[src/rtl/riscv_pkg.sv]
// Shared RISC-V core definitions: load/store size encodings, LSU state encoding
// and the small decode helpers the load/store unit builds on.
package riscv_pkg;

  localparam logic [2:0] F3_B  = 3'b000;
  localparam logic [2:0] F3_H  = 3'b001;
  localparam logic [2:0] F3_W  = 3'b010;
  localparam logic [2:0] F3_BU = 3'b100;
  localparam logic [2:0] F3_HU = 3'b101;

  typedef enum logic [2:0] {
    LSU_IDLE = 3'd0,
    LSU_REQ  = 3'd1,
    LSU_WAIT = 3'd2,
    LSU_DONE = 3'd3,
    LSU_ERR  = 3'd4
  } lsu_state_e;

  // Unsigned sizes are load-only; a store with BU/HU is rejected like a bad size.
  function automatic logic lsu_illegal(input logic we, input logic [2:0] f3,
                                       input logic [1:0] off);
    logic bad;
    case (f3)
      F3_B:    bad = 1'b0;
      F3_H:    bad = off[0];
      F3_W:    bad = |off;
      F3_BU:   bad = we;
      F3_HU:   bad = we | off[0];
      default: bad = 1'b1;
    endcase
    return bad;
  endfunction

  function automatic logic [3:0] lsu_byte_en(input logic [2:0] f3, input logic [1:0] off);
    logic [3:0] be;
    case (f3)
      F3_B, F3_BU: be = 4'b0001 << off;
      F3_H, F3_HU: be = 4'b0011 << off;
      default:     be = 4'b1111;
    endcase
    return be;
  endfunction

  function automatic logic [31:0] lsu_lane_data(input logic [2:0] f3, input logic [31:0] wdata);
    logic [31:0] d;
    case (f3)
      F3_B, F3_BU: d = {4{wdata[7:0]}};
      F3_H, F3_HU: d = {2{wdata[15:0]}};
      default:     d = wdata;
    endcase
    return d;
  endfunction

endpackage

[src/rtl/lsu_load_align.sv]
// Picks the addressed byte/halfword out of a memory word and sign- or
// zero-extends it; purely combinational so a cache path can share it.
module lsu_load_align
  import riscv_pkg::*;
(
  input  logic [2:0]  funct3,
  input  logic [1:0]  offset,
  input  logic [31:0] word,
  output logic [31:0] result
);

  logic [7:0]  byte_sel;
  logic [15:0] half_sel;

  always_comb begin
    byte_sel = word[{offset, 3'b000} +: 8];
    half_sel = offset[1] ? word[31:16] : word[15:0];
    case (funct3)
      F3_B:    result = {{24{byte_sel[7]}}, byte_sel};
      F3_BU:   result = {24'h0, byte_sel};
      F3_H:    result = {{16{half_sel[15]}}, half_sel};
      F3_HU:   result = {16'h0, half_sel};
      default: result = word;
    endcase
  end

endmodule

[src/rtl/load_store_unit.sv]
// Multicycle load/store sequencer: checks alignment, drives a req/gnt/rvalid
// memory bus with a bounded timer, and returns extended load data.
module load_store_unit
  import riscv_pkg::*;
#(
  parameter int ADDR_W  = 32,
  parameter int TIMEOUT = 16
) (
  input  logic              clk,
  input  logic              rst,
  input  logic              start,
  input  logic              we,
  input  logic [2:0]        funct3,
  input  logic [ADDR_W-1:0] addr,
  input  logic [31:0]       wdata,
  output logic              busy,
  output logic              done,
  output logic              err,
  output logic [31:0]       rdata,
  output logic              bus_req,
  output logic              bus_we,
  output logic [ADDR_W-1:0] bus_addr,
  output logic [3:0]        bus_be,
  output logic [31:0]       bus_wdata,
  input  logic              bus_gnt,
  input  logic              bus_rvalid,
  input  logic [31:0]       bus_rdata,
  output lsu_state_e        dbg_state
);

  localparam int TW = $clog2(TIMEOUT + 1);

  lsu_state_e        state_q, state_d;
  logic              we_q, we_d;
  logic [2:0]        f3_q, f3_d;
  logic [1:0]        off_q, off_d;
  logic [ADDR_W-1:0] addr_q, addr_d;
  logic [3:0]        be_q, be_d;
  logic [31:0]       wd_q, wd_d;
  logic [TW-1:0]     timer_q, timer_d;
  logic [31:0]       rdata_q, rdata_d;
  logic [31:0]       load_result;
  logic              timed_out;

  lsu_load_align u_load_align (
    .funct3 (f3_q),
    .offset (off_q),
    .word   (bus_rdata),
    .result (load_result)
  );

  assign timed_out = (timer_q == TW'(TIMEOUT));

  always_comb begin
    state_d = state_q;
    we_d    = we_q;
    f3_d    = f3_q;
    off_d   = off_q;
    addr_d  = addr_q;
    be_d    = be_q;
    wd_d    = wd_q;
    timer_d = timer_q;
    rdata_d = rdata_q;
    case (state_q)
      LSU_IDLE: begin
        if (start) begin
          if (lsu_illegal(we, funct3, addr[1:0])) begin
            state_d = LSU_ERR;
          end else begin
            we_d    = we;
            f3_d    = funct3;
            off_d   = addr[1:0];
            addr_d  = {addr[ADDR_W-1:2], 2'b00};
            be_d    = lsu_byte_en(funct3, addr[1:0]);
            wd_d    = lsu_lane_data(funct3, wdata);
            timer_d = '0;
            state_d = LSU_REQ;
          end
        end
      end
      LSU_REQ: begin
        // A load may see its data in the very cycle it is granted.
        if (bus_gnt) begin
          if (we_q) begin
            state_d = LSU_DONE;
          end else if (bus_rvalid) begin
            rdata_d = load_result;
            state_d = LSU_DONE;
          end else begin
            state_d = LSU_WAIT;
          end
        end else if (timed_out) begin
          state_d = LSU_ERR;
        end
        timer_d = timer_q + TW'(1);
      end
      LSU_WAIT: begin
        if (bus_rvalid) begin
          rdata_d = load_result;
          state_d = LSU_DONE;
        end else if (timed_out) begin
          state_d = LSU_ERR;
        end
        timer_d = timer_q + TW'(1);
      end
      LSU_DONE: state_d = LSU_IDLE;
      LSU_ERR:  state_d = LSU_IDLE;
      default:  state_d = LSU_IDLE;
    endcase
  end

  always_ff @(posedge clk or negedge rst) begin
    if (!rst) begin
      state_q <= LSU_IDLE;
      we_q    <= 1'b0;
      f3_q    <= 3'b000;
      off_q   <= 2'b00;
      addr_q  <= '0;
      be_q    <= 4'b0000;
      wd_q    <= 32'h0;
      timer_q <= '0;
      rdata_q <= 32'h0;
    end else begin
      state_q <= state_d;
      we_q    <= we_d;
      f3_q    <= f3_d;
      off_q   <= off_d;
      addr_q  <= addr_d;
      be_q    <= be_d;
      wd_q    <= wd_d;
      timer_q <= timer_d;
      rdata_q <= rdata_d;
    end
  end

  // Handshake: bus_req is held with stable addr/be/wdata/we until a cycle with
  // bus_gnt; read data is taken on bus_rvalid only while the access is live.
  assign busy      = (state_q != LSU_IDLE);
  assign done      = (state_q == LSU_DONE);
  assign err       = (state_q == LSU_ERR);
  assign bus_req   = (state_q == LSU_REQ);
  assign bus_we    = (state_q == LSU_REQ) & we_q;
  assign bus_addr  = addr_q;
  assign bus_be    = be_q;
  assign bus_wdata = wd_q;
  assign rdata     = rdata_q;
  assign dbg_state = state_q;

endmodule

[config.mk]
export PLATFORM = sky130hd
export DESIGN_NAME = load_store_unit
export DESIGN_NICKNAME = d
export VERILOG_FILES = /design/src/rtl/riscv_pkg.sv /design/src/rtl/lsu_load_align.sv /design/src/rtl/load_store_unit.sv
export SDC_FILE = /design/constraint.sdc
export NUM_CORES = 1
export LEC_CHECK = 0
export CORE_MARGIN = 10
export CORE_UTILIZATION = 40
export CTS_CLUSTER_DIAMETER = 60
export CTS_CLUSTER_SIZE = 8
export DETAILED_ROUTE_END_ITERATION = 8
export PLACE_DENSITY = 0.78
export RECOVER_POWER = 100
export REMOVE_ABC_BUFFERS = 1
export SYNTH_ARGS = -nofsm -noshare
export SYNTH_HDL_FRONTEND = slang
export SYNTH_SLANG_ARGS = --single-unit
[constraint.sdc]
create_clock -name clk -period 1.85 [get_ports clk]
set_input_delay 0.4625 -clock clk [delete_from_list [all_inputs] [get_ports clk]]
set_output_delay 0.4625 -clock clk [all_outputs]
set_load 0.005 [all_outputs]
Word-level counts from Yosys, hierarchy flattened
Cells that the tools add are included.
- register bits after elaboration: 112
- output and inout port bits: 108
- logic and storage cells: 67
- $add $sub $neg: 1
- equality and inequality tests: 16
- shift operators: 3
- muxes and demuxes: 22
- bitwise logic cells: 3
- reductions and logical operators: 13
- operator list (operator ; number):
    32-bit case mux with 2 select lines ; 2
    32-bit case mux with 4 select lines ; 1
    32-bit two-way mux ; 3
    32-bit by 6-bit variable part select with 8-bit output ; 1
    16-bit two-way mux ; 1
    3-bit equality test, second input constant ; 5
    3-bit two-way mux ; 5
    5-bit two-way mux ; 2
    5-bit case mux with 2 select lines ; 1
    3-bit by 1-bit equality test with 1-bit output, second input constant ; 3
    3-bit by 2-bit equality test with 1-bit output, second input constant ; 3
    3-bit zero test ; 3
    3-bit case mux with 3 select lines ; 1
    3-bit AND reduction ; 3
    4-bit case mux with 2 select lines ; 1
    2-bit OR reduction ; 4
    2-bit inequality test, second input constant ; 3
    5-bit by 1-bit adder with 5-bit output, second input constant ; 1
    5-bit equality test, second input constant ; 1
    1-bit case mux with 5 select lines ; 1
    1-bit two-way mux ; 4
    2-bit nonzero test ; 2
    1-bit by 2-bit left shift with 4-bit output, first input constant ; 1
    2-bit by 2-bit left shift with 4-bit output, first input constant ; 1
    5 further kinds ; 5

Logic depth before layout (Yosys ltp)
- depth in word-level cells: 7
- depth in mapped cells: 8
- gate-level depth less buffers: 6

Cells and area by module
Synthesis repeated with hierarchy kept, for this count alone.
- cells, all modules: 468
- area total of the unflattened synthesis: 5750.5 sq um
- by module, submodules not included (module ; instances ; cells an instance ; area each (sq um) ; sequential area each (sq um)):
    load_store_unit ; 1 ; 372 ; 4904.7 ; 2802.7
    lsu_load_align ; 1 ; 96 ; 845.8 ; 0.0

Least setup slack after synthesis
OpenSTA, ideal clock, no wires.
- path type: input -> register
- start: input funct3[0]
- end: register addr_q[22], in the netlist bus_addr[22]
- setup time: 0.125 ns
- arrival: 1.892 ns
- required time: 1.725 ns
- setup slack: -0.167 ns
- cell stages on the path: 5
- cells stage by stage: or4_1 > a211o_1 > buf_2 > buf_6 > mux2_4
- word-level cells in the longest chain between the ends: 6
- ends and longest elaborated chain (what ; line ; RTL):
    start: declaration ; load_store_unit.sv:13 ; input logic [2:0] funct3,
    3-bit equality test, or another cell as far along ; riscv_pkg.sv:23 ; case (f3)
    1-bit case mux with 5 select lines (*) ; riscv_pkg.sv:23 ;
    1-bit two-way mux (*) ; load_store_unit.sv:66 ; if (start) begin
    1-bit two-way mux (*) ; load_store_unit.sv:64 ; case (state_q)
    1-bit inverter (no line) (*) ; - ;
    3-bit AND reduction (no line) (*) ; - ;
    end signal: assignment ; load_store_unit.sv:128 ; addr_q <= addr_d;
    end: declaration ; load_store_unit.sv:37 ; logic [ADDR_W-1:0] addr_q, addr_d;
Mark *: on every way between the ends. The rest lies on a longest branch, timed or not. The select of a mux whose other input is x is not followed.
A chain may end at the register's enable or synchronous reset.

Worst setup path in the final report
- start: register state_q[2], in the netlist dbg_state[2]
- end: register addr_q[25], in the netlist bus_addr[25]
- word-level cells in the longest chain between the ends: 2
- ends and longest elaborated chain (what ; line ; RTL):
    start: declaration ; load_store_unit.sv:33 ; lsu_state_e state_q, state_d;
    start signal: assignment ; load_store_unit.sv:124 ; state_q <= state_d;
    3-bit zero test ; load_store_unit.sv:64 ;
    3-bit AND reduction (no line) ; - ;
Every way passes these cells.

==> impl_metrics.tcl <==
set metrics [dict create \
    synthArstFlopShare 1.00 \
    ys.flop_type "dfrtp_1" \
    setup-violations-final 108 \
    rr_worst_depth 7 \
    grt_max_degree 62 \
    finalSetupTns_ns -10.41 \
    rrSetupSlack_ns -0.21 \
    rows 42 \
    root_buffer "clkbuf_16" \
    initial_core_util 0.410 \
    grt_pass1_vias 5306 \
    violations "setup timing" \
    synth_edf_count 0 \
    grt-ovfl-total 0 \
    regArea_um2 2800 \
    nNetsFinal 877 \
    drc 0 \
    cts_tree "yes" \
    multiInputGateArea_um2 2770 \
    startpoint_type "flip-flop" \
    grt_pass1_wl_um 29300 \
    critical_path.startpoint "dbg_state[2]" \
    track_usage 0.199 \
    core-area_um2 13300 \
    drt-pass1-iter-count 4 \
    ys_seq_area_frac 0.512 \
    fin_crit_sh 1.11 \
    h-tree-depth 3 \
    vias_per_cell 5.27 \
    total_power_mw 13.5 \
    power_density_nw_per_um2 1470 \
    path_class "reg2reg" \
    slew_headroom 0.430 \
    fillers 966 \
    num_vias 5006 \
    worst_pin_slew_ns 0.856 \
    holdWs_ns 0.466 \
    portBuffers 210 \
    crit_required_ns 2.09 \
    ant_nets 0 \
    clkTransAtPathRegs_ns 0.07 \
    insertion_delay_ns 0.35 \
    cp-end-kind "flip-flop" \
    outcome "complete, but fails checks" \
    routed_wl_um 19800 \
    rsz0062_at_grt "yes" \
    drive_gt1_frac 0.278 \
    area_delta_synth_final_pct 67.7 \
    pre_cts_slack_ns -0.736 \
    p_leak_nw 4.18 \
    antenna_found_initial 1 \
    fin_crit_ns 2.06 \
    timing.rr.start "dbg_state[2]" \
    clock_path_buffers 2 \
    diodes 0 \
    syn_avg_cell_area_um2 10.8 \
    syn_inst 507 \
    routedWlPerCell_um 20.8 \
    cp_data_arrival_time_ns 2.29 \
    ys_seq_elements 112 \
    die_area_um2 18800 \
    drt_iter0_markers 317 \
    endpoint "bus_addr[25]" \
    critPathMaxFanout 8 \
    drv_slew 0 \
    cts.sinks 112 \
    synth_cell_type_count 49 \
    die_w_um 137 \
    final_area_um2 9190 \
    hpwl_um 13400 \
    timing.final.ws_setup_ns -0.207 \
    io_pins 213 \
    placed_area_um2 8000 \
    die_h_um 137 \
    drv_cap 0 \
    hold_class "in2reg" \
    finalWeightedCongestion 0.867 \
    syn_area_um2 5480 \
    hold_viol 0 \
    yosysWarningCount 0 \
    ir_drop_mv 0.807 \
    fmax_ghz 0.486 \
    fin_skew_ns 0.00791 \
    r2r-end "bus_addr[25]" \
    numCtsBuffers 9 \
]
[cell usage after synthesis (all sizes together) (2+ instances only)]
master | number | share of area
or3 | 2 | 0.0023
buf | 17 | 0.022
and2 | 5 | 0.0057
o21ai | 35 | 0.033
inv | 6 | 0.0041
nand2b | 3 | 0.0034
o211ai | 8 | 0.011
a21oi | 29 | 0.026
nand3 | 25 | 0.023
or2 | 2 | 0.0023
dfrtp | 112 | 0.51
nor3 | 2 | 0.0018
nor2b | 14 | 0.016
a2bb2oi | 2 | 0.0032
ha | 2 | 0.0046
nor3b | 3 | 0.0041
nand2 | 73 | 0.050
a21o | 7 | 0.0096
mux2i | 28 | 0.051
a221oi | 9 | 0.014
clkbuf | 19 | 0.013
mux2 | 50 | 0.13
nor2 | 32 | 0.022
xor2 | 3 | 0.0048
nand3b | 2 | 0.0027
[sequential cells by signal (all words and copies together) (netlist names)]
register and cells:
bus_wdata 32, dbg_state 3, bus_be 4, timer_q 5, rdata 32, we_q 1, f3_q 3, off_q 2
bus_addr 30
[cells by family (layout without fill, tap and decap cells)]
kind of cell    Yosys count  after routing  synth area share
flops                   112            112             0.512
other cells               1              2          0.000685
mux                      78             78             0.183
xor+xnor                  4              4           0.00640
fa+ha+maj                 2              2           0.00457
buf+inv                  42            308            0.0395
compound gates           99             99             0.111
simple gates            169            169             0.143
[layout make-up]
class / count / area share
clock inverters: 3 / 0.00191
flip-flops and latches: 112 / 0.305
repair buffers: 287 / 0.337
well taps: 176 / 0.0240
clock buffers: 12 / 0.0279
multi-input cells: 354 / 0.302
inverters: 6 / 0.00245
[worst min-delay path by stage]
| stage | startpoint | endpoint | slack (ns) | cells past startpoint |
|---|---|---|---|---|
| 6_report | funct3[2] | f3_q[2] | 0.47 | 3 |
| 5_1_grt | funct3[2] | f3_q[2] | 0.47 | 3 |
| 4_1_cts | rst | rdata[30] | 0.45 | 2 |
| 3_5_place_dp | rst | rdata[22] | 0.29 | 1 |
| 3_3_place_gp | rst | rdata[30] | 0.29 | 1 |
| 2_1_floorplan | rst | bus_addr[10] | 0.17 | 0 |
[cell usage in the layout, fill, tap and decap left out, types with 17 or more instances in the layout]
cell type / instances
clkdlybuf4s50_1: 195
nand3_1: 24
a21oi_1: 27
nor2_1: 31
dfrtp_1: 111
mux2_4: 43
buf_4: 34
nand2_1: 50
mux2i_1: 28
buf_6: 17
[routing by layer]
| metal | routed length (µm) | track usage | vias up |
|---|---|---|---|
| met2 | 9970 | 0.340 | 218 |
| li1 | - | - | 2288 |
| met3 | 1780 | 0.0700 | 31 |
| met1 | 7600 | 0.228 | 2467 |
| met4 | 437 | 0.0621 | 2 |
| met5 | 11 | 0 | - |
[power by group]
part | total (mW) | internal [mW] | switching [mW]
registers | 4.59 | 3.62 | 0.974
clock network | 1.86 | 0.978 | 0.880
logic | 7.03 | 4.38 | 2.65
[metrics by stage]
| stage | cells | utilization |
|---|---|---|
| finish | 950 | 0.688 |
| global route | 950 | 0.688 |
| CTS | 937 | 0.657 |
| detailed placement | 901 | 0.599 |
| global placement | 901 | 0.599 |
| floorplan | 472 | - |
[critical path, stage by stage (launching register included)]
cell and delay, ns:
dfrtp_1 0.41, or3_4 0.38, buf_6 0.13, a211o_4 0.32, buf_12 0.15, buf_8 0.12, buf_16 0.14, mux2_4 0.29
[what timing repair did]
item / CTS / global route
hold buffers: 1 / 0
pin swaps: 5 / 23
endpoints found under the hold margin: 4 / 0
setup endpoints to repair: 102 / 116
setup buffers: 10 / 11
resized for setup: 70 / 94
cloned: 10 / 5
No activity file was read; power rests on OpenSTA's default activity.
